## src/rtl/plab1_imul_mul_arbiter.sv

```systemverilog
// Round-robin arbiter sharing one variable-latency multiplier between two security domains.
// Define PLAB1_IMUL_ARB_FIXED_PRIO_EN to make port 1 win every tie.
module plab1_imul_mul_arbiter #(
   parameter int unsigned p_msg_nbits = 67,
   parameter int unsigned p_res_nbits = 32
) (
   input  logic                   clk,
   input  logic                   reset,

   input  logic                   req0_val,
   output logic                   req0_rdy,
   input  logic [p_msg_nbits-1:0] req0_msg,
   input  logic                   req1_val,
   output logic                   req1_rdy,
   input  logic [p_msg_nbits-1:0] req1_msg,

   output logic                   resp0_val,
   input  logic                   resp0_rdy,
   output logic [p_res_nbits-1:0] resp0_msg,
   output logic                   resp1_val,
   input  logic                   resp1_rdy,
   output logic [p_res_nbits-1:0] resp1_msg,

   output logic                   mul_in_val,
   input  logic                   mul_in_rdy,
   output logic [p_msg_nbits-1:0] mul_in_msg,
   input  logic                   mul_out_val,
   output logic                   mul_out_rdy,
   input  logic [p_res_nbits-1:0] mul_out_msg,
   output logic                   mul_domain
);

   typedef enum logic [1:0] {
      ST_IDLE  = 2'd0,
      ST_ISSUE = 2'd1,
      ST_WAIT  = 2'd2
   } state_t;

   state_t state;
   state_t state_next;
   logic   grant_reg;
   logic   grant_next;
   logic   prio_reg;
   logic   prio_next;
   logic   tie_winner;

`ifdef PLAB1_IMUL_ARB_FIXED_PRIO_EN
   assign tie_winner = 1'b1;
`else
   assign tie_winner = prio_reg;
`endif

   // Domain label follows the registered grant, so it only moves on IDLE->ISSUE.
   assign mul_domain = grant_reg;

   always_ff @(posedge clk or negedge reset) begin
      if (!reset) begin
         state     <= ST_IDLE;
         grant_reg <= 1'b0;
         prio_reg  <= 1'b0;
      end else begin
         state     <= state_next;
         grant_reg <= grant_next;
         prio_reg  <= prio_next;
      end
   end

   // Next state and steering; everything not owned by the granted port stays zero.
   always_comb begin
      state_next  = state;
      grant_next  = grant_reg;
      prio_next   = prio_reg;
      req0_rdy    = 1'b0;
      req1_rdy    = 1'b0;
      resp0_val   = 1'b0;
      resp1_val   = 1'b0;
      resp0_msg   = '0;
      resp1_msg   = '0;
      mul_in_val  = 1'b0;
      mul_in_msg  = '0;
      mul_out_rdy = 1'b0;

      case (state)
         ST_IDLE: begin
            if (req0_val || req1_val) begin
               grant_next = (req0_val && req1_val) ? tie_winner : req1_val;
               state_next = ST_ISSUE;
            end
         end
         ST_ISSUE: begin
            mul_in_val = grant_reg ? req1_val : req0_val;
            mul_in_msg = grant_reg ? req1_msg : req0_msg;
            if (grant_reg) req1_rdy = mul_in_rdy;
            else           req0_rdy = mul_in_rdy;
            if (mul_in_val && mul_in_rdy) state_next = ST_WAIT;
         end
         ST_WAIT: begin
            if (grant_reg) begin
               resp1_val   = mul_out_val;
               resp1_msg   = mul_out_msg;
               mul_out_rdy = resp1_rdy;
            end else begin
               resp0_val   = mul_out_val;
               resp0_msg   = mul_out_msg;
               mul_out_rdy = resp0_rdy;
            end
            if (mul_out_val && mul_out_rdy) begin
               state_next = ST_IDLE;
               prio_next  = ~grant_reg;
            end
         end
         default: state_next = ST_IDLE;
      endcase
   end

endmodule

```

## config.mk

```make
export PLATFORM = sky130hd
export DESIGN_NAME = plab1_imul_mul_arbiter
export DESIGN_NICKNAME = d
export VERILOG_FILES = /design/src/rtl/plab1_imul_mul_arbiter.sv
export SDC_FILE = /design/constraint.sdc
export NUM_CORES = 1
export LEC_CHECK = 0
export BUFFER_PORTS_ARGS = -buffer_cell sky130_fd_sc_hd__buf_2
export CAP_MARGIN = 20
export CORE_AREA = 3 3 119 121
export DETAILED_ROUTE_END_ITERATION = 10
export DIE_AREA = 0 0 122 124
export GPL_TIMING_DRIVEN = 0
export PLACE_DENSITY = 0.53
export SLEW_MARGIN = 10
export SYNTH_ARGS = -nofsm -noshare
export SYNTH_HDL_FRONTEND = slang
export SYNTH_SLANG_ARGS = --single-unit
```

## constraint.sdc

```tcl
create_clock -name clk -period 1.4 [get_ports clk]
set_input_delay 0.07 -clock clk [delete_from_list [all_inputs] [get_ports clk]]
set_output_delay 0.07 -clock clk [all_outputs]
set_load 0.005 [all_outputs]
```

==> results of run 1 <==
[how the worst max path moves through the flow]
stage,start,to,slack [ns],cells past startpoint
finish,mul_domain$_DFFE_PN0P_,resp0_msg[10],-0.10,6
global route,state[1]$_DFFE_PN0P_,mul_in_msg[65],-0.16,6
CTS,state[1]$_DFFE_PN0P_,mul_in_msg[46],-0.13,6
detailed placement,state[0]$_DFFE_PN0P_,resp0_msg[6],-0.16,5
global placement,state[0]$_DFFE_PN0P_,resp0_msg[6],-0.15,5
floorplan,state[1]$_DFFE_PN0P_,mul_in_msg[46],0.25,5
[logic make-up after synthesis]
family	synth area share (%)
mux	39.5
flops	5.73
simple gates	43.4
compound gates	2.58
buf+inv	8.74
[placed cells by master (no fill, tap or decap), types with 2 or more instances in the layout]
cell,netlist,layout
buf_12,0,8
mux2i_1,69,62
a21oi_1,2,2
buf_2,6,289
buf_6,4,28
nand2b_4,1,2
buf_8,0,12
nand2_1,4,4
nor2_2,0,17
mux2i_2,0,3
buf_4,6,8
dfrtp_2,0,3
clkbuf_16,0,7
mux2i_4,0,4
and2_1,65,39
nor2_4,1,6
nor2_1,72,50
clkbuf_8,0,3
and2_4,0,27
[critical path, cell delays in order (launching register included)]
cell	delay [ns]
dfrtp_2	0.43
buf_12	0.17
nor2_4	0.12
buf_12	0.14
buf_8	0.11
and2_1	0.12
buf_2	0.12
[routing by layer]
metal | vias to the layer above | track usage, % | share of wire (%)
met3 | 6 | 1.54 | 9.3
met1 | 1302 | 13.3 | 36
li1 | 1498 | - | -
met2 | 188 | 23.3 | 54
met5 | - | 0 | 0
met4 | 0 | 1.54 | 1.1
[through the flow]
stage / utilization (%) / setup TNS [ns] / hold WS [ns] / setup slack (ns)
floorplan: - / 0 / -0.226 / 0.249
global placement: 26.7 / -1.50 / -0.120 / -0.147
detailed placement: 26.7 / -1.66 / -0.121 / -0.162
CTS: 30.5 / -10.19 / 0.0632 / -0.134
global route: 33.6 / -15.48 / 0.0645 / -0.164
finish: 33.6 / -7.58 / 0.0596 / -0.105
[repair_timing]
item,4_1_cts,5_1_grt
endpoints found under the setup margin,130,136
buffers inserted,5,7
pin swaps,23,17
cloned,4,4
hold endpoints to repair,4,0
hold buffers,1,0
gates resized for setup,86,63
[report_power, final]
part           total (mW)  internal (mW)  switching (mW)
Combinational        6.10           3.40            2.71
Sequential          0.234          0.169          0.0652
Clock               0.440          0.365          0.0757
Total                6.78           3.93            2.85
[layout make-up]
| type | count | area [µm²] | share of cell area [%] |
|---|---|---|---|
| clock buffers | 3 | 75.1 | 1.69 |
| well taps | 176 | 220 | 4.96 |
| multi-input cells | 225 | 1710 | 38.6 |
| repair buffers | 332 | 2010 | 45.3 |
| flip-flops and latches | 4 | 104 | 2.34 |
| inverters | 1 | 3.75 | 0.0846 |
| plain buffers | 22 | 313 | 7.05 |
==> metrics.txt, run 1 <==
most frequent cell after synthesis nor2_1; startpoint types flip-flop; # H-tree levels 1; top cell type's share of synthesized area about 40%; layout cells sized above 1 71.6%; Crit Reg-Reg Startpoint state[1]$_DFFE_PN0P_; sequential share of the synthesized area around 5.7%; fraction of registers with async set or reset after synthesis 100%; area of the die 15,100 µm²; CTS tree done; global-route wire length before repair 14,100 µm; minimum clock period around 1.5 ns; final wirelength ~11,000 µm; Slew @ Worst Pin 0.288 ns; crit path max fanout 10; max cap viols 0; fin cells 763; IO Pins around 310; Rel. slew slack about four fifths; CTS clk-pin slew, worst paths 0.03 ns; WP data required between 1 and 1.5 ns; VDD IR max 0.895 mV; Reg-to-Reg End state[1]$_DFFE_PN0P_; run status complete, but fails checks; Syn. warnings 0; largest net degree at the start of global routing 11; highest clock rate ~660 MHz; WHS Endpoint mul_domain$_DFFE_PN0P_; power per cell area 1530 nW/µm²; height of the die 124 µm; leading area contributor after synthesis mux2i_1; Detailed Place HPWL 8780 µm; reg2reg path depth 6; Max Transition Viols Final 0; Placer Congestion around 0.75; Initial Util about an eighth; final setup margin -0.105 ns; post-route ant nets 0; IO buf count 311; drt initial violations 53; Crit Path Class reg2out; Cell Area, Synth 1750 µm²; Diodes inserted 0; Core ar. 13,200 µm²; WL per Instance 14.1 µm; Sink Count 4; register bit total from synthesis 4; Clock Skew a little over 0.0002 ns; row count 42; later-pin clock latency in the skew report 0.22 ns; Final setup violation count 129; Unique masters post-synth 25; post-synthesis net count 426; violated checks negative setup slack; Placed Cells about 740; Max Root-Sink Buffers 2; Synth Instances between 200 and 300; total CTS buffers 3; final net count 763; Largest register FFs 2; total vias in the final route around 3,000; GRT Residual Overflow 0; vias in the first global route 2,739; RSZ-0062 raised after global routing yes; FILL cells 1,438; via density per instance 3.92; top post-synthesis cells by area mux2i_1 40%, and2_1 23%, nor2_1 15%, dfrtp_1 5.7%, buf_4 2.6%; HP Start req0_val; final hold violations 0; Post-synth EDFFs 0; Design Power 6.78 mW; CP Data Arrival Time roughly 1.4 ns; Hold Path Depth 2; Setup crit end kind output port; DR pass1 iterations 4; Avg Cell Area, Syn roughly 6.9 µm²; period utilization 107%; Die X 122 µm; Top FF cell, synth dfrtp_1; R2R setup slack 0.11 ns; Hold Path Class in2reg; Area after DPL 3520 µm²; drc violations 0; Post-Layout Inst Area 4440 µm²; Pleak 2.60 nW; CTS Root Cell clkbuf_16; Commonest cells post-synth 72 x nor2_1, 69 x mux2i_1, 65 x and2_1; initial antenna violation count 0; Synth-to-Final Area Change 154%; GRT Util Overall 11.7%
(Power assumes the default switching activity.)
==> inputs of run 2 (changes only) <==
- CORE_AREA: 3 3 119 121 -> 3 3 120 122
- DIE_AREA: 0 0 122 124 -> 0 0 123 125
- PLACE_DENSITY: 0.53 -> 0.52
- clock period: 1.4 -> 1.8 ns (I/O delays scaled with it)
==> run 2 against run 1 <==
The flow now finishes without violations. Sequential share of layout area is 0.47 points higher. Worst setup slack gained 0.20 ns. Worst hold slack improved by 0.022 ns. Critical path depth did not move. Via count shrank 3.5%. Count of clock-buffer cells in the layout is the same. Wire length down 5.4%. Cell count shrank 2.6%. Clock power is 23% lower. Combinational power is 44% lower. Total power decreased by 42%. Critical path type unchanged.
==> metrics.txt, run 2 (same netlist as run 1, synthesis figures left out) <==
Design Power 3.94 mW (-42%); VDD IR max 0.469 mV (-48%); Sink Count 4 (unchanged); largest net degree at the start of global routing 11 (unchanged); CTS tree done; Diodes inserted 0 (unchanged); crit path max fanout 10 (unchanged); Max Root-Sink Buffers 2 (unchanged); Largest register FFs 2 (unchanged); drt initial violations 52 (-1.9%); ordered cell list for the critical path nand2b_1 -> buf_2 -> buf_6 -> buf_6 -> nor2_1 -> buf_2; Rel. slew slack 82.3% (+2.1 points); global-route wire length before repair 14,600 µm (+3.7%); Setup crit end kind output port; Hold Path Class in2reg; GRT Util Overall 11.8% (+0.099 points); Detailed Place HPWL 9030 µm (+2.8%); grt met2 use 24.5% (+1.2 points); total CTS buffers 3 (unchanged); Final setup violation count 0 (-100%); layout cells sized above 1 60.0% (-12 points); height of the die 125 µm (+0.81%); Clock Skew 0.000719 ns (+0.000515 ns); GRT Residual Overflow 0 (unchanged); CTS clk-pin slew, worst paths 0.03 ns (about the same); CP Data Arrival Time 1.62 ns (+0.19 ns); Crit Path Class reg2out; TNS Setup 0 ns (+7.58 ns); fin cells 743 (-2.6%); Synth-to-Final Area Change 107%; final hold violations 0 (unchanged); DR pass1 iterations 4 (unchanged); WP data required 1.71 ns (+0.38 ns); final net count 743 (-2.6%); final wirelength 10,200 µm (-5.4%); row count 42 (unchanged); IO Pins 312 (unchanged); GRT Max-Usage Layer met2; via density per instance 3.89 (-0.94%); post-route ant nets 0 (unchanged); Placed Cells 739 (unchanged); CTS Root Cell clkbuf_16; later-pin clock latency in the skew report 0.22 ns (about the same); Slew @ Worst Pin 0.258 ns (-0.0305 ns); IO buf count 311 (unchanged); met1 global-route usage 12.7% (-0.65 points); Core ar. 13,300 µm² (+0.80%); most common cell after layout, fill and taps aside buf_2; postcts setup bufs 0 (-5); total vias in the final route 2,888 (-3.5%); power per cell area 1090 nW/µm² (-29%); slowest cell delay on critical path 0.45 ns (+0.02 ns); Max Transition Viols Final 0 (unchanged); Die X 123 µm (+0.82%); startpoint types flip-flop; most frequent cells in the layout 317 x buf_2, 72 x nor2_1, 69 x mux2i_1; minimum clock period approximately 1.7 ns; worst hold margin 0.0819 ns (+0.0223 ns); Initial Util 13.1% (-0.10 points); area of the die 15,400 µm² (+1.6%); initial antenna violation count 0 (unchanged); drc violations 0 (unchanged); highest clock rate between 500 and 600 MHz; Crit-path slowest cell dfrtp_2; max cap viols 0 (unchanged); M3 GR Usage 1.08% (-0.46 points); run status finished, final reports clean; Placer Congestion 0.813 (+8.3%); WL per Instance 13.7 µm (-2.8%); vias in the first global route 2,895 (+5.7%); RSZ-0062 raised after global routing no; period utilization between 90% and 100%; Pleak 2.35 nW (-9.6%); Util after Layout 27.2% (-6.5 points); # H-tree levels 1 (unchanged)
[run 2: changes by cell type in the layout (fill, tap and decap cells not counted), moves of 4 or more]
cell       before  now
and2_1         39   65
and2_4         27    0
buf_12          8    0
buf_2         289  317
buf_6          28    4
buf_8          12    0
clkbuf_16       7    3
clkbuf_2        0    5
mux2i_1        62   69
mux2i_4         4    0
nor2_1         50   72
nor2_2         17    0
nor2_4          6    1
[run 2: per-layer routing]
layer,wire [µm],share of wire [%],up-vias
li1,-,-,1456
met1,3700,36,1236
met2,5500,54,192
met3,930,9.1,4
met4,48,0.47,0
met5,0,0,-
[run 2: final cells by class]
cell class              instances  area [µm²]
flip-flops and latches          4         101
well taps                     176         220
repair buffers                312        1570
multi-input cells             225        1490
clock buffers                   3        75.1
inverters                       1        3.75
fillers                      1509        9690
plain buffers                  22         149
[run 2: final timing paths]
| check | from | to | slack (ns) | depth (start not counted) |
|---|---|---|---|---|
| worst max-delay path | state[1]$_DFFE_PN0P_ | mul_in_msg[46] | 0.09 | 6 |
| worst min-delay path | req0_val | mul_domain$_DFFE_PN0P_ | 0.08 | 2 |
| worst max register to register | mul_domain$_DFFE_PN0P_ | state[0]$_DFFE_PN0P_ | 0.60 | 4 |
| worst min register to register | state[1]$_DFFE_PN0P_ | state[0]$_DFFE_PN0P_ | 0.54 | 1 |
| max in group asynchronous | reset | state[1]$_DFFE_PN0P_ | 1.46 | 2 |
| min in group asynchronous | reset | prio_reg$_DFFE_PN0P_ | 0.21 | 2 |
[run 2: metrics by stage]
step	cell area (µm²)	worst slack, ns
floorplan	1750	0.629
global placement	3520	0.249
detailed placement	3520	0.258
CTS	3610	0.0222
global route	3610	0.00362
finish	3610	0.0940
[run 2: power by group]
| part | internal [mW] | total, mW | switching [mW] |
|---|---|---|---|
| sequential | 0.127 | 0.184 | 0.0571 |
| combinational | 1.69 | 3.42 | 1.73 |
| clock | 0.283 | 0.338 | 0.0546 |
| total | 2.10 | 3.94 | 1.84 |
[run 2: worst max-delay path: cells and delay by family (launching register included)]
kind / cells / cell delay, ns
buffers and inverters: 4 / 0.60
DFF: 1 / 0.45
and+or+nand+nor: 2 / 0.34
[run 2: timing repair]
action | 4_1_cts | 5_1_grt
hold endpoints to repair | 4 | 0
hold buffers | 1 | 0
endpoints found under the setup margin | 0 | 3
gates resized for setup | 0 | 1
